--- src/rtl/debug_run_controller_pkg.sv ---
// Shared command opcodes, state codes and field widths for the debug run controller.
// Revision 1.0 - initial release.
`default_nettype none

package debug_run_controller_pkg;

   localparam int CMD_W   = 3;
   localparam int STATE_W = 3;

   localparam logic [CMD_W-1:0] CMD_NOP     = 3'd0;
   localparam logic [CMD_W-1:0] CMD_RUN     = 3'd1;
   localparam logic [CMD_W-1:0] CMD_STEP    = 3'd2;
   localparam logic [CMD_W-1:0] CMD_HALT    = 3'd3;
   localparam logic [CMD_W-1:0] CMD_CLR_CNT = 3'd4;
   localparam logic [CMD_W-1:0] CMD_SET_BP  = 3'd5;

   localparam logic [STATE_W-1:0] ST_IDLE   = 3'd0;
   localparam logic [STATE_W-1:0] ST_RUN    = 3'd1;
   localparam logic [STATE_W-1:0] ST_STEP   = 3'd2;
   localparam logic [STATE_W-1:0] ST_HALTED = 3'd3;
   localparam logic [STATE_W-1:0] ST_DONE   = 3'd4;

endpackage

`default_nettype wire

--- src/rtl/debug_cycle_counter.sv ---
// Enabled-cycle counter with synchronous clear; wraps silently at 2^NB_BITS.
// Revision 1.0 - initial release.
`default_nettype none

module debug_cycle_counter #(
   parameter int NB_BITS = 32
) (
   input  logic               i_clk,
   input  logic               i_rst,
   input  logic               i_enb,
   input  logic               i_clr,
   output logic [NB_BITS-1:0] o_cnt
);

   logic [NB_BITS-1:0] r_cnt;

   always_ff @(posedge i_clk) begin
      if (i_rst || i_clr) begin
         r_cnt <= '0;
      end else if (i_enb) begin
         r_cnt <= r_cnt + 1'b1;
      end
   end

   assign o_cnt = r_cnt;

endmodule

`default_nettype wire

--- src/rtl/debug_run_controller.sv ---
// Run-control sequencer driving the global pipeline enable (run / N-step / halt / done).
// Optional PC breakpoint enabled by macro DEBUG_BREAKPOINT_EN. Revision 1.0 - initial release.
`default_nettype none

module debug_run_controller
   import debug_run_controller_pkg::*;
#(
   parameter int NB_BITS  = 32,
   parameter int NB_CMD   = CMD_W,
   parameter int NB_STATE = STATE_W
) (
   input  logic                i_clk,
   input  logic                i_rst,
   input  logic                i_cmd_valid,
   input  logic [NB_CMD-1:0]   i_cmd,
   input  logic [NB_BITS-1:0]  i_cmd_arg,
   input  logic                i_halt_inst,
   input  logic [NB_BITS-1:0]  i_pc,
   output logic                o_pipe_enb,
   output logic [NB_STATE-1:0] o_state,
   output logic [NB_BITS-1:0]  o_cycle_cnt,
   output logic                o_cmd_err,
   output logic                o_done
);

   logic [NB_STATE-1:0] r_state;
   logic [NB_STATE-1:0] w_state_next;
   logic [NB_BITS-1:0]  r_step_cnt;
   logic [NB_BITS-1:0]  w_step_cnt_next;
   logic                r_pipe_enb;
   logic                r_cmd_err;
   logic                r_done;
   logic                w_cmd_legal;
   logic                w_accept;
   logic                w_clr_cnt;
   logic                w_bp_hit;

`ifdef DEBUG_BREAKPOINT_EN
   logic [NB_BITS-1:0] r_bp_addr;
   logic               r_bp_valid;
   logic               r_bp_skip;

   always_ff @(posedge i_clk) begin
      if (i_rst) begin
         r_bp_addr  <= '0;
         r_bp_valid <= 1'b0;
         r_bp_skip  <= 1'b0;
      end else begin
         if (w_accept && (i_cmd == CMD_SET_BP)) begin
            r_bp_addr  <= i_cmd_arg;
            r_bp_valid <= 1'b1;
         end
         // Resuming from a breakpoint must be able to step off the matching PC.
         r_bp_skip <= (r_state == ST_HALTED) && w_accept && (i_cmd == CMD_RUN);
      end
   end

   assign w_bp_hit = (r_state == ST_RUN) && r_pipe_enb && r_bp_valid && !r_bp_skip
                     && (i_pc == r_bp_addr);
`else
   logic w_unused_pc;
   assign w_unused_pc = ^i_pc;
   assign w_bp_hit    = 1'b0;
`endif

   always_comb begin
      w_cmd_legal = 1'b1;
      if (i_cmd != CMD_NOP) begin
         case (r_state)
            ST_IDLE, ST_HALTED: begin
               case (i_cmd)
                  CMD_RUN, CMD_STEP, CMD_HALT, CMD_CLR_CNT: w_cmd_legal = 1'b1;
`ifdef DEBUG_BREAKPOINT_EN
                  CMD_SET_BP:                               w_cmd_legal = 1'b1;
`endif
                  default:                                  w_cmd_legal = 1'b0;
               endcase
            end
            ST_RUN, ST_STEP: w_cmd_legal = (i_cmd == CMD_HALT);
            default:         w_cmd_legal = 1'b0;
         endcase
      end
   end

   assign w_accept  = i_cmd_valid && w_cmd_legal;
   assign w_clr_cnt = w_accept && (i_cmd == CMD_CLR_CNT);

   always_comb begin
      w_state_next    = r_state;
      w_step_cnt_next = r_step_cnt;
      case (r_state)
         ST_IDLE, ST_HALTED: begin
            if (w_accept && (i_cmd == CMD_RUN)) begin
               w_state_next = ST_RUN;
            end else if (w_accept && (i_cmd == CMD_STEP)) begin
               w_state_next    = ST_STEP;
               w_step_cnt_next = (i_cmd_arg == '0) ? NB_BITS'(1) : i_cmd_arg;
            end
         end
         ST_RUN: begin
            if ((w_accept && (i_cmd == CMD_HALT)) || w_bp_hit) begin
               w_state_next = ST_HALTED;
            end
         end
         ST_STEP: begin
            if ((w_accept && (i_cmd == CMD_HALT)) || (r_step_cnt <= NB_BITS'(1))) begin
               w_state_next    = ST_HALTED;
               w_step_cnt_next = '0;
            end else begin
               w_step_cnt_next = r_step_cnt - 1'b1;
            end
         end
         ST_DONE: w_state_next = ST_DONE;
         default: w_state_next = ST_IDLE;
      endcase
      // A retiring halt instruction outranks every command and step expiry.
      if (i_halt_inst && r_pipe_enb) begin
         w_state_next    = ST_DONE;
         w_step_cnt_next = '0;
      end
   end

   always_ff @(posedge i_clk) begin
      if (i_rst) begin
         r_state    <= ST_IDLE;
         r_step_cnt <= '0;
         r_pipe_enb <= 1'b0;
         r_cmd_err  <= 1'b0;
         r_done     <= 1'b0;
      end else begin
         r_state    <= w_state_next;
         r_step_cnt <= w_step_cnt_next;
         r_pipe_enb <= (w_state_next == ST_RUN) || (w_state_next == ST_STEP);
         r_cmd_err  <= i_cmd_valid && !w_cmd_legal;
         r_done     <= (w_state_next == ST_DONE);
      end
   end

   debug_cycle_counter #(
      .NB_BITS (NB_BITS)
   ) u_cycle_counter (
      .i_clk (i_clk),
      .i_rst (i_rst),
      .i_enb (r_pipe_enb),
      .i_clr (w_clr_cnt),
      .o_cnt (o_cycle_cnt)
   );

   assign o_pipe_enb = r_pipe_enb;
   assign o_state    = r_state;
   assign o_cmd_err  = r_cmd_err;
   assign o_done     = r_done;

endmodule

`default_nettype wire

--- config.mk ---
export PLATFORM = sky130hd
export DESIGN_NAME = debug_run_controller
export DESIGN_NICKNAME = d
export VERILOG_FILES = /design/src/rtl/debug_run_controller_pkg.sv /design/src/rtl/debug_cycle_counter.sv /design/src/rtl/debug_run_controller.sv
export SDC_FILE = /design/constraint.sdc
export NUM_CORES = 1
export LEC_CHECK = 0
export BUFFER_PORTS_ARGS = -buffer_cell sky130_fd_sc_hd__buf_2
export CAP_MARGIN = 20
export CORE_MARGIN = 3
export CORE_UTILIZATION = 50
export DETAILED_ROUTE_END_ITERATION = 7
export PLACE_DENSITY = 0.78
export SYNTH_ARGS = -nofsm -noshare
export SYNTH_HDL_FRONTEND = slang
export SYNTH_SLANG_ARGS = --single-unit
--- constraint.sdc ---
create_clock -name i_clk -period 3.6 [get_ports i_clk]
set_input_delay 0.72 -clock i_clk [delete_from_list [all_inputs] [get_ports i_clk]]
set_output_delay 0.72 -clock i_clk [all_outputs]
set_load 0.01 [all_outputs]
* After elaboration in Yosys (flattened, before gate mapping) *
Index checks and enable logic that the tools add are counted.

word-level totals
  bits in registers = 70
  bits of input ports = 71
  output and inout bits = 38
  word-level logic and storage cells = 56

operators by class
  add/subtract/negate cells = 2
  magnitude comparators = 1
  equality and inequality tests = 13
  mux-type cells = 14
  reductions and logical operators = 20

operator list
  operator                 count
  $mux W32                 4
  $pmux W32 S2             1
  $add A32 B1 Y32 const B  1
  $le A32 B1 Y1 const B    1
  $logic_not A32 Y1        1
  $sub A32 B1 Y32 const B  1
  $eq A3 B2 Y1 const B     5
  $mux W3                  5
  $pmux W3 S4              1
  $eq A3 B1 Y1 const B     3
  $eq A3 B3 Y1 const B     3
  $logic_and A1 B1 Y1      7
  $reduce_or A2 Y1         3
  $ne A2 B2 Y1 const B     2
  $reduce_or A4 Y1         1
  $logic_not A3 Y1         1
  $logic_or A1 B1 Y1       3
  $reduce_and A3 Y1        1
  $reduce_bool A3 Y1       1
  $mux W1                  2
  $pmux W1 S2              1
  $reduce_bool A2 Y1       1
  $logic_not A1 Y1         1

* Logic depth before layout (Yosys ltp) *
  word-level depth = 13
  depth in mapped cells = 8
  gate-level depth less buffers = 7

* Modules after synthesis *
Synthesis repeated with hierarchy kept, for this count alone.

second synthesis, totals
  cell total of the unflattened synthesis = 548
  area total of the unflattened synthesis = 4438.0 um^2

by module, submodules not included
  module                times used  cells an instance  area each (um^2)  sequential area each (um^2)
  debug_run_controller  1           370                2871.5            760.7
  debug_cycle_counter   1           178                1566.5            640.6

* Worst setup path after synthesis *
OpenSTA, ideal clock, no wires.

  path type = input to register
  from = in i_cmd[2]
  to = reg r_step_cnt[24]
  setup time = 0.131 ns
  arrival time = 2.192 ns
  data required time = 3.469 ns
  setup slack = 1.277 ns
  stages on the path = 7
  buffers on the path = 2
  cells stage by stage = nand4bb_1 > clkbuf_1 > o31ai_1 > clkbuf_1 > nor2_1 > a31oi_1 > o31ai_1

on the way
  longest elaborated chain between the ends = 10
  elaborated cells between the ends (all ways) = 19
  those cells by class = eq/ne: 6; mux: 5; reduce/logical: 8

RTL lines
  item                                        RTL line                     source
  start, declared                             debug_run_controller.sv:15   input logic [NB_CMD-1:0] i_cmd,
  $eq A3 B3 Y1, or another cell as far along  debug_run_controller.sv:71   case (i_cmd)
  $reduce_or A4 Y1                            debug_run_controller.sv:71
  $mux W1                                     debug_run_controller.sv:71
  $pmux W1 S2                                 debug_run_controller.sv:69   case (r_state)
  $mux W1                                     debug_run_controller.sv:68   if (i_cmd != CMD_NOP) begin
  $logic_and A1 B1 Y1                         debug_run_controller.sv:85   assign w_accept = i_cmd_valid && w_cmd_legal;
  $logic_and A1 B1 Y1                         debug_run_controller.sv:106  if ((w_accept && (i_cmd == CMD_HALT)) || (r_step_cnt <= NB_BITS'(1))) begin
  $logic_or A1 B1 Y1                          debug_run_controller.sv:106
  $mux W32                                    debug_run_controller.sv:106
  $pmux W32 S2                                debug_run_controller.sv:91   case (r_state)
  end signal, assigned                        debug_run_controller.sv:132  r_step_cnt <= w_step_cnt_next;
  end, declared                               debug_run_controller.sv:28   logic [NB_BITS-1:0] r_step_cnt;

Several ways; a longest one is shown, not always the timed one.
A chain may end at the register's enable or synchronous reset.

==> run_summary.xml <==
<?xml version="1.0" encoding="UTF-8"?>
<metrics>
  <group name="placement">
    <metric name="dp.cells" unit="">681</metric>
    <metric name="placed_cell_area" unit="µm²">4580</metric>
    <metric name="gp_routability_congestion" unit="">0.946</metric>
    <metric name="place.detailed.hpwl" unit="µm">8650</metric>
    <metric name="place.port_buffers" unit="">76</metric>
  </group>
  <group name="routing">
    <metric name="antenna_left" unit="">0</metric>
    <metric name="dr.pass1.iters" unit="">7</metric>
    <metric name="detailedRoute.firstIterationViolations" unit="">643</metric>
    <metric name="detail_routed_via_count_per_cell" unit="">6.61</metric>
    <metric name="num_vias" unit="">4611</metric>
    <metric name="drt_wl_total" unit="µm">12800</metric>
    <metric name="post-route-drc-count" unit="">0</metric>
    <metric name="wire_length_per_cell_after_detailed_routing" unit="µm">18.3</metric>
  </group>
  <group name="setup_path">
    <metric name="critPathTopFamily" unit="">simple AND/OR/NAND/NOR gates</metric>
    <metric name="worstPathMaxFanout" unit="">11</metric>
    <metric name="nature_of_the_critical_path_endpoint" unit="">register</metric>
    <metric name="timing.critical_path.cells" unit="">and4_1 -&gt; nand3_1 -&gt; or4_1 -&gt; or4_1 -&gt; a21oi_1</metric>
    <metric name="criticalPathCategory" unit="">reg -&gt; reg</metric>
    <metric name="worst-endpoint-required" unit="ps">3860</metric>
    <metric name="critPathArrivalTime" unit="ps">2860</metric>
    <metric name="crit_path_launch" unit="">o_pipe_enb</metric>
    <metric name="crit_top_cell" unit="">or4_1</metric>
    <metric name="critical_path.n_buffers_inverters" unit="">0</metric>
    <metric name="critical_path_cell_with_the_highest_stage_delay" unit="">or4_1</metric>
    <metric name="crit_path_max_incr_delay" unit="ps">670</metric>
    <metric name="crit_path_start_kind" unit="">register</metric>
    <metric name="reg2reg_from" unit="">o_pipe_enb</metric>
  </group>
  <group name="synthesis">
    <metric name="avgSynthCellArea" unit="µm²">7.81</metric>
    <metric name="synth_warnings" unit="">0</metric>
    <metric name="synthesis.area" unit="µm²">4150</metric>
    <metric name="synth-async-reset-ratio" unit="%">0</metric>
    <metric name="synth-edff-count" unit="">0</metric>
    <metric name="postSynthNetCount" unit="">606</metric>
    <metric name="synth_seq_area_share" unit="%">33.7</metric>
    <metric name="synth-seq-cells" unit="">70</metric>
    <metric name="ys.flop_type" unit="">dfxtp_1</metric>
    <metric name="number_of_library_cell_types_mapped_by_synthesis" unit="">71</metric>
    <metric name="netlist_instances" unit="">532</metric>
  </group>
  <group name="die">
    <metric name="die_area" unit="µm²">9440</metric>
    <metric name="initial_core_util" unit="%">52.7</metric>
    <metric name="floorplan.die.height" unit="µm">97.2</metric>
    <metric name="io_pins" unit="">109</metric>
    <metric name="fp-row-count" unit="">32</metric>
    <metric name="floorplan.die.width" unit="µm">97.2</metric>
    <metric name="coreArea" unit="µm²">7890</metric>
  </group>
  <group name="layout">
    <metric name="fin_nets" unit="">665</metric>
    <metric name="diodes" unit="">0</metric>
    <metric name="final_area" unit="µm²">4840</metric>
    <metric name="post_route_cells_drive_above_1_share" unit="%">20.1</metric>
    <metric name="final_cell_count_no_fill" unit="">698</metric>
    <metric name="fillers" unit="">668</metric>
    <metric name="synthToLayoutAreaGrowth" unit="%">16.4</metric>
    <metric name="finalCoreUtilization" unit="%">61.3</metric>
  </group>
  <group name="cts">
    <metric name="worst_skew_pair.late_latency" unit="ps">350</metric>
    <metric name="clk_root_buffer_cell" unit="">clkbuf_8</metric>
    <metric name="number_of_clock_buffers_inserted_by_tritoncts" unit="">9</metric>
    <metric name="cts_resizes" unit="">0</metric>
    <metric name="cts_tree" unit="">built</metric>
    <metric name="htree_levels" unit="">3</metric>
    <metric name="cts.clk_slew.worst_paths" unit="ps">80</metric>
    <metric name="cts.sinks" unit="">70</metric>
    <metric name="clock_tree.buffer_depth" unit="">2</metric>
    <metric name="cts_setup_buffers" unit="">0</metric>
    <metric name="quantity_of_hold_fixing_buffers_added_after_cts" unit="">0</metric>
  </group>
  <group name="sta">
    <metric name="worstMarginPinSlew" unit="ps">917</metric>
    <metric name="grt_setup_unrepaired" unit="">false</metric>
    <metric name="fin_hold_ws" unit="ps">487</metric>
    <metric name="fin_worst_skew" unit="ps">11.6</metric>
    <metric name="max-slew-margin-rel" unit="%">38.9</metric>
    <metric name="final-setup-viol-count" unit="">0</metric>
    <metric name="timing.final.max_slew_violations" unit="">0</metric>
    <metric name="report.final.hold_viol_count" unit="">0</metric>
    <metric name="post-route-period-util" unit="%">72.3</metric>
    <metric name="timing.setup.tns" unit="ps">0</metric>
    <metric name="timing.final.crit_period" unit="ps">2600</metric>
    <metric name="maxClockFrequency" unit="MHz">384</metric>
  </group>
  <group name="global_route">
    <metric name="use_met2" unit="%">41.2</metric>
    <metric name="globalRoute.busiestLayer" unit="">met2</metric>
    <metric name="grt_max_degree" unit="">44</metric>
    <metric name="grt_first_pass_wirelength" unit="µm">21100</metric>
    <metric name="met1_usage" unit="%">35.0</metric>
    <metric name="gr-usage-all-layers" unit="%">26.4</metric>
    <metric name="antenna_found_initial" unit="">0</metric>
    <metric name="vias_in_the_first_global_route" unit="">4395</metric>
    <metric name="globalRoute.totalOverflow" unit="">0</metric>
    <metric name="met3_global_route_usage" unit="%">7.18</metric>
  </group>
  <group name="hold_path">
    <metric name="beginning_of_the_worst_hold_path" unit="">r_step_cnt[30]</metric>
    <metric name="hp-class" unit="">reg -&gt; reg</metric>
  </group>
  <group name="power_and_ir_drop">
    <metric name="leakage" unit="nW">1.83</metric>
    <metric name="cellPowerDensity" unit="nW/µm²">784</metric>
    <metric name="peakVddDrop" unit="mV">0.432</metric>
  </group>
  <group name="run">
    <metric name="cap_viol_max_count" unit="">0</metric>
  </group>
  <group name="run_status">
    <metric name="run_status" unit="">finished clean</metric>
  </group>
</metrics>
cells in the final DEF (no fill, tap or decap), drive strengths merged, types with 6 or more instances in the layout:
cell type,Yosys,final
buf,8,85
dfxtp,70,70
nor2,53,53
nand2,38,38
a21oi,25,25
o21ai,24,24
or3,22,22
nor3,21,21
inv,19,21
nor4,20,20
nand3,20,20
nand4,18,18
a31oi,16,16
or4,13,13
xnor2,11,11
o22ai,10,10
xor2,10,10
clkbuf,29,9
a211oi,8,8
a32oi,7,7
and4,6,6
o21a,6,6
flip-flops by register name (all words and copies together), names as in the netlist:
register,count
u_cycle_counter.o_cnt,32
o_pipe_enb,1
r_step_cnt,32
o_state,3
o_done,1
o_cmd_err,1
kinds of logic after synthesis:
kind of cell | count (synthesis) | synth area share [%]
adder cells (fa/ha/maj) | 3 | 0.904
AND/OR/NAND/NOR | 234 | 30.8
flip-flops | 70 | 33.7
AO/OA/AOI/OAI | 145 | 24.2
XOR/XNOR | 21 | 4.43
multiplexers | 3 | 0.753
buffers and inverters | 56 | 5.21
where the power goes:
part / switching [mW] / total (mW) / leakage, nW / internal (mW)
logic: 1.33 / 2.02 / 1.15 / 0.687
registers: 0.150 / 1.04 / 0.567 / 0.887
clock network: 0.340 / 0.739 / 0.114 / 0.399
total: 1.82 / 3.79 / 1.83 / 1.97
final timing paths:
path / endpoint / slack (ps) / cells after the start
setup / recovery: u_cycle_counter.o_cnt[31] / 1000 / 5
hold / removal: r_step_cnt[30] / 490 / 2
setup reg to reg: u_cycle_counter.o_cnt[31] / 1000 / 5
hold reg to reg: r_step_cnt[30] / 490 / 2
final cells by class:
| cell class | count | area, µm² | share of cell area, % |
|---|---|---|---|
| Multi-Input combinational cell | 406 | 2540 | 52.5 |
| Sequential cell | 70 | 1400 | 29.0 |
| Timing Repair Buffer | 85 | 468 | 9.67 |
| Tap cell | 102 | 128 | 2.64 |
| Clock buffer | 9 | 124 | 2.56 |
| Clock inverter | 7 | 104 | 2.15 |
| Inverter | 19 | 71.3 | 1.47 |
tightest hold or removal path, cell delays in order, from the launching register on:
cell      delay (ps)
dfxtp_1          330
inv_1             60
a211oi_1          60
metal layers:
| metal | wire length (µm) | vias up |
|---|---|---|
| li1 | - | 2159 |
| met1 | 5420 | 2144 |
| met2 | 5740 | 258 |
| met3 | 1250 | 50 |
| met4 | 353 | 0 |
| met5 | 0 | - |
cell usage after synthesis (6+ instances only):
cell type / n / area share [%]
a21oi_1: 25 / 3.0
inv_1: 19 / 1.7
or4_1: 11 / 2.0
and4_1: 6 / 1.3
nor2_1: 53 / 4.8
o22ai_1: 10 / 1.5
a211oi_1: 8 / 1.4
o21ai_0: 23 / 2.8
a32oi_1: 7 / 1.5
nor3_1: 20 / 2.4
nand4_1: 18 / 2.7
or3_1: 20 / 3.0
xnor2_1: 11 / 2.3
xor2_1: 10 / 2.1
nor4_1: 19 / 2.9
nand3_1: 19 / 2.3
clkbuf_1: 29 / 2.6
a31oi_1: 16 / 2.4
dfxtp_1: 70 / 34
o21a_1: 6 / 1.1
nand2_1: 38 / 3.4
through the flow:
| step | worst slack [ps] | total power [mW] |
|---|---|---|
| global placement | 943 | 2.92 |
| CTS | 1010 | 3.70 |
| detailed placement | 815 | 2.96 |
| finish | 998 | 3.79 |
| floorplan | 1280 | 2.47 |
| global route | 827 | 4.00 |
(Power assumes the default switching activity.)
